[src/rtl/vga_sync_rx_if.sv]
// Bundles the sync inputs and recovered-timing outputs of the VGA sync receiver.
//   hSync, vSync : incoming syncs, active-low, driven by the source side
//   locked       : receiver is locked to the incoming timing
//   hCount       : recovered pixel column
//   vCount       : recovered line number
//   active       : locked and inside the active window
//   frame_start  : one-clk pulse at each frame boundary while locked
//   err_cnt      : saturating count of timing errors
interface vga_sync_rx_if;
  logic       hSync;
  logic       vSync;
  logic       locked;
  logic [9:0] hCount;
  logic [9:0] vCount;
  logic       active;
  logic       frame_start;
  logic [7:0] err_cnt;

  // Source / monitor side.
  modport master (
    output hSync, vSync,
    input  locked, hCount, vCount, active, frame_start, err_cnt
  );

  // Receiver side.
  modport slave (
    input  hSync, vSync,
    output locked, hCount, vCount, active, frame_start, err_cnt
  );
endinterface

[src/rtl/vga_sync_rx.sv]
// VGA sync receiver: synchronises hSync/vSync, measures line period and hSync
// width, recovers pixel column and line number, and locks to a stable stream.
// Ports:
//   clk   : system clock, rising edge
//   rst_n : asynchronous active-low reset
//   bus   : vga_sync_rx_if.slave (sync inputs, recovered timing outputs)
module vga_sync_rx #(
  parameter int unsigned H_TOTAL      = 800,
  parameter int unsigned H_SYNC       = 96,
  parameter int unsigned V_TOTAL      = 525,
  parameter int unsigned CLKS_PER_PIX = 4,
  parameter int unsigned H_ACT_START  = 144,
  parameter int unsigned H_ACT_END    = 784,
  parameter int unsigned V_ACT_START  = 35,
  parameter int unsigned V_ACT_END    = 515,
  parameter int unsigned LOCK_LINES   = 2
) (
  input logic          clk,
  input logic          rst_n,
  vga_sync_rx_if.slave bus
);

  localparam logic [12:0] LinePeriod = 13'(H_TOTAL * CLKS_PER_PIX - 1);
  localparam logic [12:0] SyncWidth  = 13'(H_SYNC * CLKS_PER_PIX);
  localparam logic [12:0] Timeout    = 13'(2 * H_TOTAL * CLKS_PER_PIX);
  localparam logic [9:0]  LastLine   = 10'(V_TOTAL - 1);
  localparam logic [9:0]  HActStart  = 10'(H_ACT_START);
  localparam logic [9:0]  HActEnd    = 10'(H_ACT_END);
  localparam logic [9:0]  VActStart  = 10'(V_ACT_START);
  localparam logic [9:0]  VActEnd    = 10'(V_ACT_END);
  localparam int unsigned SubW       = (CLKS_PER_PIX > 1) ? $clog2(CLKS_PER_PIX) : 1;
  localparam logic [SubW-1:0] SubLast = SubW'(CLKS_PER_PIX - 1);
  localparam int unsigned GoodW      = (LOCK_LINES > 1) ? $clog2(LOCK_LINES) : 1;
  localparam logic [GoodW-1:0] GoodLast = GoodW'(LOCK_LINES - 1);

  typedef enum logic [1:0] {StSearch, StLineOk, StFrameWait, StLocked} state_e;

  state_e            state_q, state_d;
  logic              hs_meta_q, hs_sync_q, hs_prev_q;
  logic              vs_meta_q, vs_sync_q, vs_prev_q;
  logic [12:0]       clk_cnt_q, clk_cnt_d;
  logic [12:0]       low_w_q, low_w_d;
  logic [SubW-1:0]   sub_q, sub_d;
  logic [9:0]        hcount_q, hcount_d;
  logic [9:0]        vcount_q, vcount_d;
  logic              vpend_q, vpend_d;
  logic [GoodW-1:0]  good_q, good_d;
  logic [7:0]        err_q, err_d;
  logic              locked_q, active_q, fs_q, fs_d;
  logic              hs_fall, hs_rise, vs_fall;
  logic              line_bad, timeout, err_hit;

  assign hs_fall = hs_prev_q & ~hs_sync_q;
  assign hs_rise = ~hs_prev_q & hs_sync_q;
  assign vs_fall = vs_prev_q & ~vs_sync_q;

  // Line measurement and position counters.
  always_comb begin
    clk_cnt_d = clk_cnt_q;
    low_w_d   = low_w_q;
    sub_d     = sub_q;
    hcount_d  = hcount_q;
    vcount_d  = vcount_q;
    vpend_d   = vpend_q;

    if (hs_fall) begin
      clk_cnt_d = '0;
    end else if (clk_cnt_q != '1) begin
      clk_cnt_d = clk_cnt_q + 13'd1;
    end

    // Low width is cleared per line so a line without a rise never passes the check.
    if (hs_fall) begin
      low_w_d = '0;
    end else if (hs_rise) begin
      low_w_d = clk_cnt_q + 13'd1;
    end

    if (hs_fall) begin
      sub_d    = '0;
      hcount_d = '0;
    end else if (sub_q == SubLast) begin
      sub_d = '0;
      if (hcount_q != '1) hcount_d = hcount_q + 10'd1;
    end else begin
      sub_d = sub_q + 1'b1;
    end

    if (hs_fall) begin
      vpend_d = 1'b0;
      if (vpend_q || vs_fall) begin
        vcount_d = '0;
      end else if (vcount_q != '1) begin
        vcount_d = vcount_q + 10'd1;
      end
    end else if (vs_fall) begin
      vpend_d = 1'b1;
    end
  end

  // Lock FSM.
  always_comb begin
    line_bad = (clk_cnt_q != LinePeriod) || (low_w_q != SyncWidth);
    timeout  = (state_q != StSearch) && (clk_cnt_q == Timeout);
    state_d  = state_q;
    good_d   = good_q;
    err_hit  = 1'b0;
    fs_d     = 1'b0;

    unique case (state_q)
      StSearch: begin
        if (hs_fall) begin
          state_d = StLineOk;
          good_d  = '0;
        end
      end
      StLineOk: begin
        if (hs_fall) begin
          if (line_bad) begin
            err_hit = 1'b1;
          end else if (good_q == GoodLast) begin
            state_d = StFrameWait;
          end else begin
            good_d = good_q + 1'b1;
          end
        end
      end
      StFrameWait: begin
        if (hs_fall && line_bad) begin
          err_hit = 1'b1;
        end else if (vs_fall) begin
          state_d = StLocked;
        end
      end
      StLocked: begin
        if (hs_fall && line_bad) begin
          err_hit = 1'b1;
        end else if (vs_fall) begin
          if (vcount_q != LastLine) err_hit = 1'b1;
          else                      fs_d    = 1'b1;
        end
      end
      default: state_d = StSearch;
    endcase

    if (timeout) err_hit = 1'b1;
    // Any error overrides a coincident vSync action.
    if (err_hit) begin
      state_d = StSearch;
      fs_d    = 1'b0;
    end

    err_d = (err_hit && (err_q != '1)) ? err_q + 8'd1 : err_q;
  end

  always_ff @(posedge clk or negedge rst_n) begin
    if (!rst_n) begin
      state_q   <= StSearch;
      hs_meta_q <= 1'b1;
      hs_sync_q <= 1'b1;
      hs_prev_q <= 1'b1;
      vs_meta_q <= 1'b1;
      vs_sync_q <= 1'b1;
      vs_prev_q <= 1'b1;
      clk_cnt_q <= '0;
      low_w_q   <= '0;
      sub_q     <= '0;
      hcount_q  <= '0;
      vcount_q  <= '0;
      vpend_q   <= 1'b0;
      good_q    <= '0;
      err_q     <= '0;
      locked_q  <= 1'b0;
      active_q  <= 1'b0;
      fs_q      <= 1'b0;
    end else begin
      state_q   <= state_d;
      hs_meta_q <= bus.hSync;
      hs_sync_q <= hs_meta_q;
      hs_prev_q <= hs_sync_q;
      vs_meta_q <= bus.vSync;
      vs_sync_q <= vs_meta_q;
      vs_prev_q <= vs_sync_q;
      clk_cnt_q <= clk_cnt_d;
      low_w_q   <= low_w_d;
      sub_q     <= sub_d;
      hcount_q  <= hcount_d;
      vcount_q  <= vcount_d;
      vpend_q   <= vpend_d;
      good_q    <= good_d;
      err_q     <= err_d;
      locked_q  <= (state_d == StLocked);
      active_q  <= (state_d == StLocked) &&
                   (hcount_d >= HActStart) && (hcount_d < HActEnd) &&
                   (vcount_d >= VActStart) && (vcount_d < VActEnd);
      fs_q      <= fs_d;
    end
  end

  assign bus.locked      = locked_q;
  assign bus.hCount      = hcount_q;
  assign bus.vCount      = vcount_q;
  assign bus.active      = active_q;
  assign bus.frame_start = fs_q;
  assign bus.err_cnt     = err_q;

endmodule

[src/flat_wrapper.sv]
// flat-port wrapper written by rule: the top's interface ports become plain ports
module vga_sync_rx_flat 
#(
  parameter int unsigned H_TOTAL      = 800,
  parameter int unsigned H_SYNC       = 96,
  parameter int unsigned V_TOTAL      = 525,
  parameter int unsigned CLKS_PER_PIX = 4,
  parameter int unsigned H_ACT_START  = 144,
  parameter int unsigned H_ACT_END    = 784,
  parameter int unsigned V_ACT_START  = 35,
  parameter int unsigned V_ACT_END    = 515,
  parameter int unsigned LOCK_LINES   = 2
)
  (clk, rst_n, bus_hSync, bus_vSync, bus_locked, bus_hCount, bus_vCount, bus_active, bus_frame_start, bus_err_cnt);
  vga_sync_rx_if bus_i ();
  input logic clk;
  input logic rst_n;
  input wire logic [$bits(bus_i.hSync)-1:0] bus_hSync;
  input wire logic [$bits(bus_i.vSync)-1:0] bus_vSync;
  output wire logic [$bits(bus_i.locked)-1:0] bus_locked;
  output wire logic [$bits(bus_i.hCount)-1:0] bus_hCount;
  output wire logic [$bits(bus_i.vCount)-1:0] bus_vCount;
  output wire logic [$bits(bus_i.active)-1:0] bus_active;
  output wire logic [$bits(bus_i.frame_start)-1:0] bus_frame_start;
  output wire logic [$bits(bus_i.err_cnt)-1:0] bus_err_cnt;
  assign bus_i.hSync = bus_hSync;
  assign bus_i.vSync = bus_vSync;
  assign bus_locked = bus_i.locked;
  assign bus_hCount = bus_i.hCount;
  assign bus_vCount = bus_i.vCount;
  assign bus_active = bus_i.active;
  assign bus_frame_start = bus_i.frame_start;
  assign bus_err_cnt = bus_i.err_cnt;
  vga_sync_rx #(.H_TOTAL(H_TOTAL), .H_SYNC(H_SYNC), .V_TOTAL(V_TOTAL), .CLKS_PER_PIX(CLKS_PER_PIX), .H_ACT_START(H_ACT_START), .H_ACT_END(H_ACT_END), .V_ACT_START(V_ACT_START), .V_ACT_END(V_ACT_END), .LOCK_LINES(LOCK_LINES)) u_core (.clk(clk), .rst_n(rst_n), .bus(bus_i));
endmodule
[config.mk]
export PLATFORM = sky130hd
export DESIGN_NAME = vga_sync_rx_flat
export DESIGN_NICKNAME = d
export VERILOG_FILES = /design/src/rtl/vga_sync_rx_if.sv /design/src/rtl/vga_sync_rx.sv /design/src/flat_wrapper.sv
export SDC_FILE = /design/constraint.sdc
export NUM_CORES = 1
export LEC_CHECK = 0
export ABC_AREA = 1
export BUFFER_PORTS_ARGS = -buffer_cell sky130_fd_sc_hd__buf_4
export CORE_MARGIN = 2
export CORE_UTILIZATION = 28
export DETAILED_ROUTE_END_ITERATION = 12
export PLACE_DENSITY = 0.46
export SKIP_LAST_GASP = 1
export SYNTH_ARGS = -nofsm -noshare
export SYNTH_HDL_FRONTEND = slang
export SYNTH_SLANG_ARGS = --single-unit
export TNS_END_PERCENT = 1
[constraint.sdc]
create_clock -name clk -period 3.7 [get_ports clk]
set_input_delay 0.37 -clock clk [delete_from_list [all_inputs] [get_ports clk]]
set_output_delay 0.37 -clock clk [all_outputs]
set_load 0.05 [all_outputs]
Word-level counts from Yosys, hierarchy flattened
Cells that the tools add are included.
{"block": "word_totals", "reg_bits": 69, "wordCells": 106}
{"block": "classes", "eq_ne": 16, "n_mux": 40, "n_reduce_logical": 16, "magnitude_cmp": 4, "bitwise": 6, "n_addsub": 6}
{"operator": "two-way mux 10 bit", "count": 6}
{"operator": "two-way mux 13 bit", "count": 4}
{"operator": "inequality test 10 bit (second input constant)", "count": 3}
{"operator": "adder 10 x 1 -> 10 bit (second input constant)", "count": 2}
{"operator": "less-than comparator 10 bit (second input constant)", "count": 2}
{"operator": "two-way mux 1 bit", "count": 18}
{"operator": "two-way mux 2 bit", "count": 9}
{"operator": "adder 13 x 1 -> 13 bit (second input constant)", "count": 1}
{"operator": "equality test 13 bit (second input constant)", "count": 1}
{"operator": "inequality test 13 x 12 -> 1 bit (second input constant)", "count": 1}
{"operator": "inequality test 13 bit (second input constant)", "count": 1}
{"operator": "inequality test 13 x 9 -> 1 bit (second input constant)", "count": 1}
{"operator": ">= comparator 10 x 6 -> 1 bit (second input constant)", "count": 1}
{"operator": ">= comparator 10 x 8 -> 1 bit (second input constant)", "count": 1}
{"operator": "nonzero test 2 bit", "count": 5}
{"operator": "adder 8 x 1 -> 8 bit (second input constant)", "count": 1}
{"operator": "equality test 2 bit (second input constant)", "count": 4}
{"operator": "inequality test 8 bit (second input constant)", "count": 1}
{"operator": "logical AND 1 bit", "count": 7}
{"operator": "one-hot mux 2 bit (3 select lines)", "count": 1}
{"operator": "inequality test 2 x 1 -> 1 bit (second input constant)", "count": 2}
{"operator": "AND reduction 4 bit", "count": 1}
{"operator": "AND 1 bit", "count": 3}
{"operator": "inverter 1 bit", "count": 3}
{"operator": "other kinds (8)", "count": 9}

Depth between registers and ports, before layout
{"block": "logic_depth", "depth_word": 12, "mapped_depth": 14}

Worst setup path after synthesis
OpenSTA, ideal clock, no wires.
{"block": "synth_path", "path_kind": "reg2reg", "start": "reg u_core.vcount_q[0], in the netlist u_core.bus.vCount[0]", "end": "reg u_core.active_q, in the netlist u_core.bus.active", "t_arrival_ns": 2.049, "t_required_ns": 3.628, "synth_period_minus_slack_ns": 2.121, "setup_time_ns": 0.072, "slack_ns": 1.579, "path_stages_with_launch": 14, "cell_sequence": "dfrtp_1 > ha_1 > inv_1 > nor2_4 > nand3_2 > buf_6 > nand2_8 > xor2_4 > nor2_2 > nor2_2 > inv_1 > nand2_1 > nand3_1 > nor2_1"}
{"block": "synth_between", "elab_chain_len": 12, "elab_cells_between_ends": 19}
{"element": "from (decl)", "line_no": "vga_sync_rx.sv:45", "rtl": "logic [9:0] vcount_q, vcount_d;"}
{"element": "from (signal assigned)", "line_no": "vga_sync_rx.sv:188", "rtl": "vcount_q <= vcount_d;"}
{"element": "branches (longest 11 deep; another with adder 10 x 1 -> 10 bit)"}
{"element": "logical AND 1 bit (*)", "line_no": "vga_sync_rx.sv:195", "rtl": "(vcount_d >= VActStart) && (vcount_d < VActEnd);"}
{"element": "to (signal assigned)", "line_no": "vga_sync_rx.sv:193", "rtl": "active_q <= (state_d == StLocked) &&"}
{"element": "to (decl)", "line_no": "vga_sync_rx.sv:49", "rtl": "logic locked_q, active_q, fs_q, fs_d;"}
Every way passes the cells marked *.
A chain may end at the register's enable or synchronous reset.

Worst setup path after layout
{"block": "layout_path", "start": "reg u_core.hs_sync_q", "end": "reg u_core.clk_cnt_q[1]"}
{"block": "layout_between", "elab_chain_len": 3, "elab_cells_between_ends": 4}
{"element": "from (decl)", "line_no": "vga_sync_rx.sv:39", "rtl": "logic hs_meta_q, hs_sync_q, hs_prev_q;"}
{"element": "from (signal assigned)", "line_no": "vga_sync_rx.sv:179", "rtl": "hs_sync_q <= hs_meta_q;"}
{"element": "inverter 1 bit (*)", "line_no": "vga_sync_rx.sv:53", "rtl": "assign hs_fall = hs_prev_q & ~hs_sync_q;"}
{"element": "AND 1 bit (*)", "line_no": "vga_sync_rx.sv:53"}
{"element": "two-way mux 13 bit / nonzero test 2 bit (equally long branches)"}
{"element": "to (signal assigned)", "line_no": "vga_sync_rx.sv:184", "rtl": "clk_cnt_q <= clk_cnt_d;"}
{"element": "to (decl)", "line_no": "vga_sync_rx.sv:41", "rtl": "logic [12:0] clk_cnt_q, clk_cnt_d;"}
Every way passes the cells marked *; elsewhere a longest branch is shown, timed or not.

==> impl_metrics.yaml <==
synthesis:
  yosysTopAreaCellShare: 0.428
  yosysMostFrequentCell: "nand2_1"
  synth_nets: 493
  ys.flop_type: "dfrtp_1"
  synth_area_um2: 3680
  synth_top_cell_by_area: "dfrtp_1"
  synthArstFlopShare: 1.00
  ys_warn_count: 0
  syn_inst: 481
  synthTopCellsByArea: "dfrtp_1 (43%), nand2_1 (13%), inv_1 (7.5%)"
  synth-edff-count: 0
  synth.distinct_cells: 34
  synthTopCellsByCount: "nand2_1 (125), inv_1 (74), dfrtp_1 (63), nor2_1 (57), nand3_1 (49)"
  ys_ff_latch: 69
  yosysSeqAreaShare: 0.471
  syn_avg_cell_area_um2: 7.66
finish:
  final_core_util: 0.349
  layout.nets: 533
  fin_cells: 698
  drive_gt1_frac: 0.146
  insertedDiodeCount: 0
  syn_to_final_growth_pct: 20.6
status:
  status: "complete, no violations"
worst_hold_path:
  min_path_type: "in -> reg"
  hold_path_depth: 1
placement:
  dp_hpwl_um: 6100
  place_congestion: 0.828
  preCtsSetupSlack_ns: 1.41
  port_buffers: 34
  dp.cells: 682
detailed_routing:
  route.detailed.wl_per_inst_um: 12.1
  dr.pass1.iters: 4
  viasPerCell: 4.47
  drt_wl_total_um: 8470
  ant_nets: 0
  drtIter0Drc: 200
  drcViolationCount: 0
  vias: 3121
sta:
  fin_crit_sh: 0.611
  timing.setup.tns_ns: 0
  grt_setup_unrepaired: "false"
  setup_ws_ns: 1.44
  worstMarginPinSlew_ns: 0.894
  hold_violations: 0
  drv_slew: 0
  fmax_ghz: 0.442
  maxSlewHeadroom: 0.404
  min_period_ns: 2.26
  finalSetupViolCount: 0
  skew_ns: 0.00752
worst_setup_path:
  crit_top_cell: "inv_1"
  cp.required_ns: 3.93
  end_kind: "register"
  worst-path-max-fanout: 16
  critPathSlowestCell: "nand4_1"
  reg2reg_depth: 5
  cpPeakStageDelay_ns: 0.62
  arrival_ns: 2.49
  critPathLaunchType: "register"
  path_cells: "inv_1 > ha_1 > inv_1 > nand4_1 > o21ai_0"
  worstSetupPathType: "reg -> reg"
grt:
  antenna_found_initial: 0
  grt_first_pass_wirelength_um: 14700
  grt-ovfl-total: 0
  track_usage: 0.131
  grt_pass1_vias: 3072
  grt_start_max_net_pins: 70
die:
  num_rows: 41
  floorplan.initialDensity: 0.290
  die_x_um: 119
  die_area_um2: 14100
  coreArea_um2: 12700
  dieHeight_um: 119
  io_pins: 35
clock_network:
  cts.repair.resized: 0
  hold_buffers: 0
  clockRootBuffer: "clkbuf_16"
  clock_path_buffers: 2
  cts_inserted_buffers: 9
  clk-insertion-delay-late_ns: 0.34
  post_cts_buffers: 0
  clock_sinks: 69
  h-tree-depth: 3
  cts_tree: "yes"
  cts.clk_slew.worst_paths_ns: 0.05
power:
  power_density_nw_per_um2: 568
  p_leak_uw: 0.00226
  peakVddDrop_uv: 329
job:
  cap_violations: 0
layout by cell type, fill, tap and decap left out, types with 8 or more instances in the layout:
cell         n
a21oi_1     10
nand3_1     49
nand4_1     11
buf_4       37
nor2_1      57
inv_1       74
clkbuf_16    9
o21ai_0     32
ha_1         8
nand2_1    125
dfrtp_1     63
through the flow:
stage                     hold WS [ns]  total power, uW  instance area, um2
final                            0.142             2530                4440
after global routing             0.125             2690                4440
after CTS                        0.126             2570                4440
after detailed placement         0.351             1660                4130
after global placement           0.349             1650                4130
after floorplan                 0.0744             1450                3680
logic make-up after synthesis:
kind of cell             count (synthesis)  share of synthesized area
AND/OR/NAND/NOR                        267                      0.325
flip-flops                              69                      0.471
adder cells (fa/ha/maj)                  8                     0.0272
AO/OA/AOI/OAI                           47                     0.0666
buffers and inverters                   83                     0.0886
XOR/XNOR                                 7                     0.0217
worst max-delay path, delay by kind of cell, from the launching register on:
kind                     cells  cell delay [ns]
adder cells (fa/ha/maj)      1             0.18
AND/OR/NAND/NOR              1             0.62
AO/OA/AOI/OAI                1             0.38
buffers and inverters        2             0.45
flip-flops                   1             0.53
routing by layer:
layer | global-route usage | part of all wire
met5 | 0 | 0
met4 | 0.0543 | 0.022
met3 | 0.0372 | 0.032
met2 | 0.200 | 0.47
met1 | 0.173 | 0.48
flip-flops by register name, indices dropped and copies added, names as in the netlist:
register                cells
u_core.bus.err_cnt          8
u_core.good_q               1
u_core.bus.active           1
u_core.bus.vCount          10
u_core.state_q              2
u_core.clk_cnt_q           13
u_core.sub_q                2
u_core.vs_meta_q            1
u_core.bus.hCount          10
u_core.hs_prev_q            1
u_core.bus.frame_start      1
u_core.vs_sync_q            1
u_core.hs_meta_q            1
u_core.bus.locked           1
u_core.low_w_q             13
u_core.vs_prev_q            1
u_core.vpend_q              1
u_core.hs_sync_q            1
path summary, 6_finish.rpt:
path / startpoint / endpoint / slack [ns]
max: u_core.hs_sync_q / u_core.clk_cnt_q[1] / 1.44
min: bus_vSync / u_core.vs_meta_q / 0.14
max reg2reg: u_core.hs_sync_q / u_core.clk_cnt_q[1] / 1.44
min reg2reg: u_core.vs_meta_q / u_core.vs_sync_q / 0.36
max in group asynchronous: rst_n / u_core.low_w_q[1] / 2.96
min in group asynchronous: rst_n / u_core.bus.err_cnt[2] / 0.17
area by class of cell:
| cell class | count | area (um2) |
|---|---|---|
| Clock buffer | 12 | 267 |
| Clock inverter | 4 | 45.0 |
| Fill cell | 1366 | 8280 |
| Inverter | 75 | 282 |
| Multi-Input combinational cell | 329 | 1620 |
| Sequential cell | 69 | 1730 |
| Tap cell | 172 | 215 |
| Timing Repair Buffer | 37 | 278 |
where the power goes:
group | internal, uW | switching (uW) | leakage, uW
Clock | 573 | 312 | 0.000158
Sequential | 862 | 114 | 0.000911
Combinational | 210 | 456 | 0.00119
No activity file was read; power rests on OpenSTA's default activity.
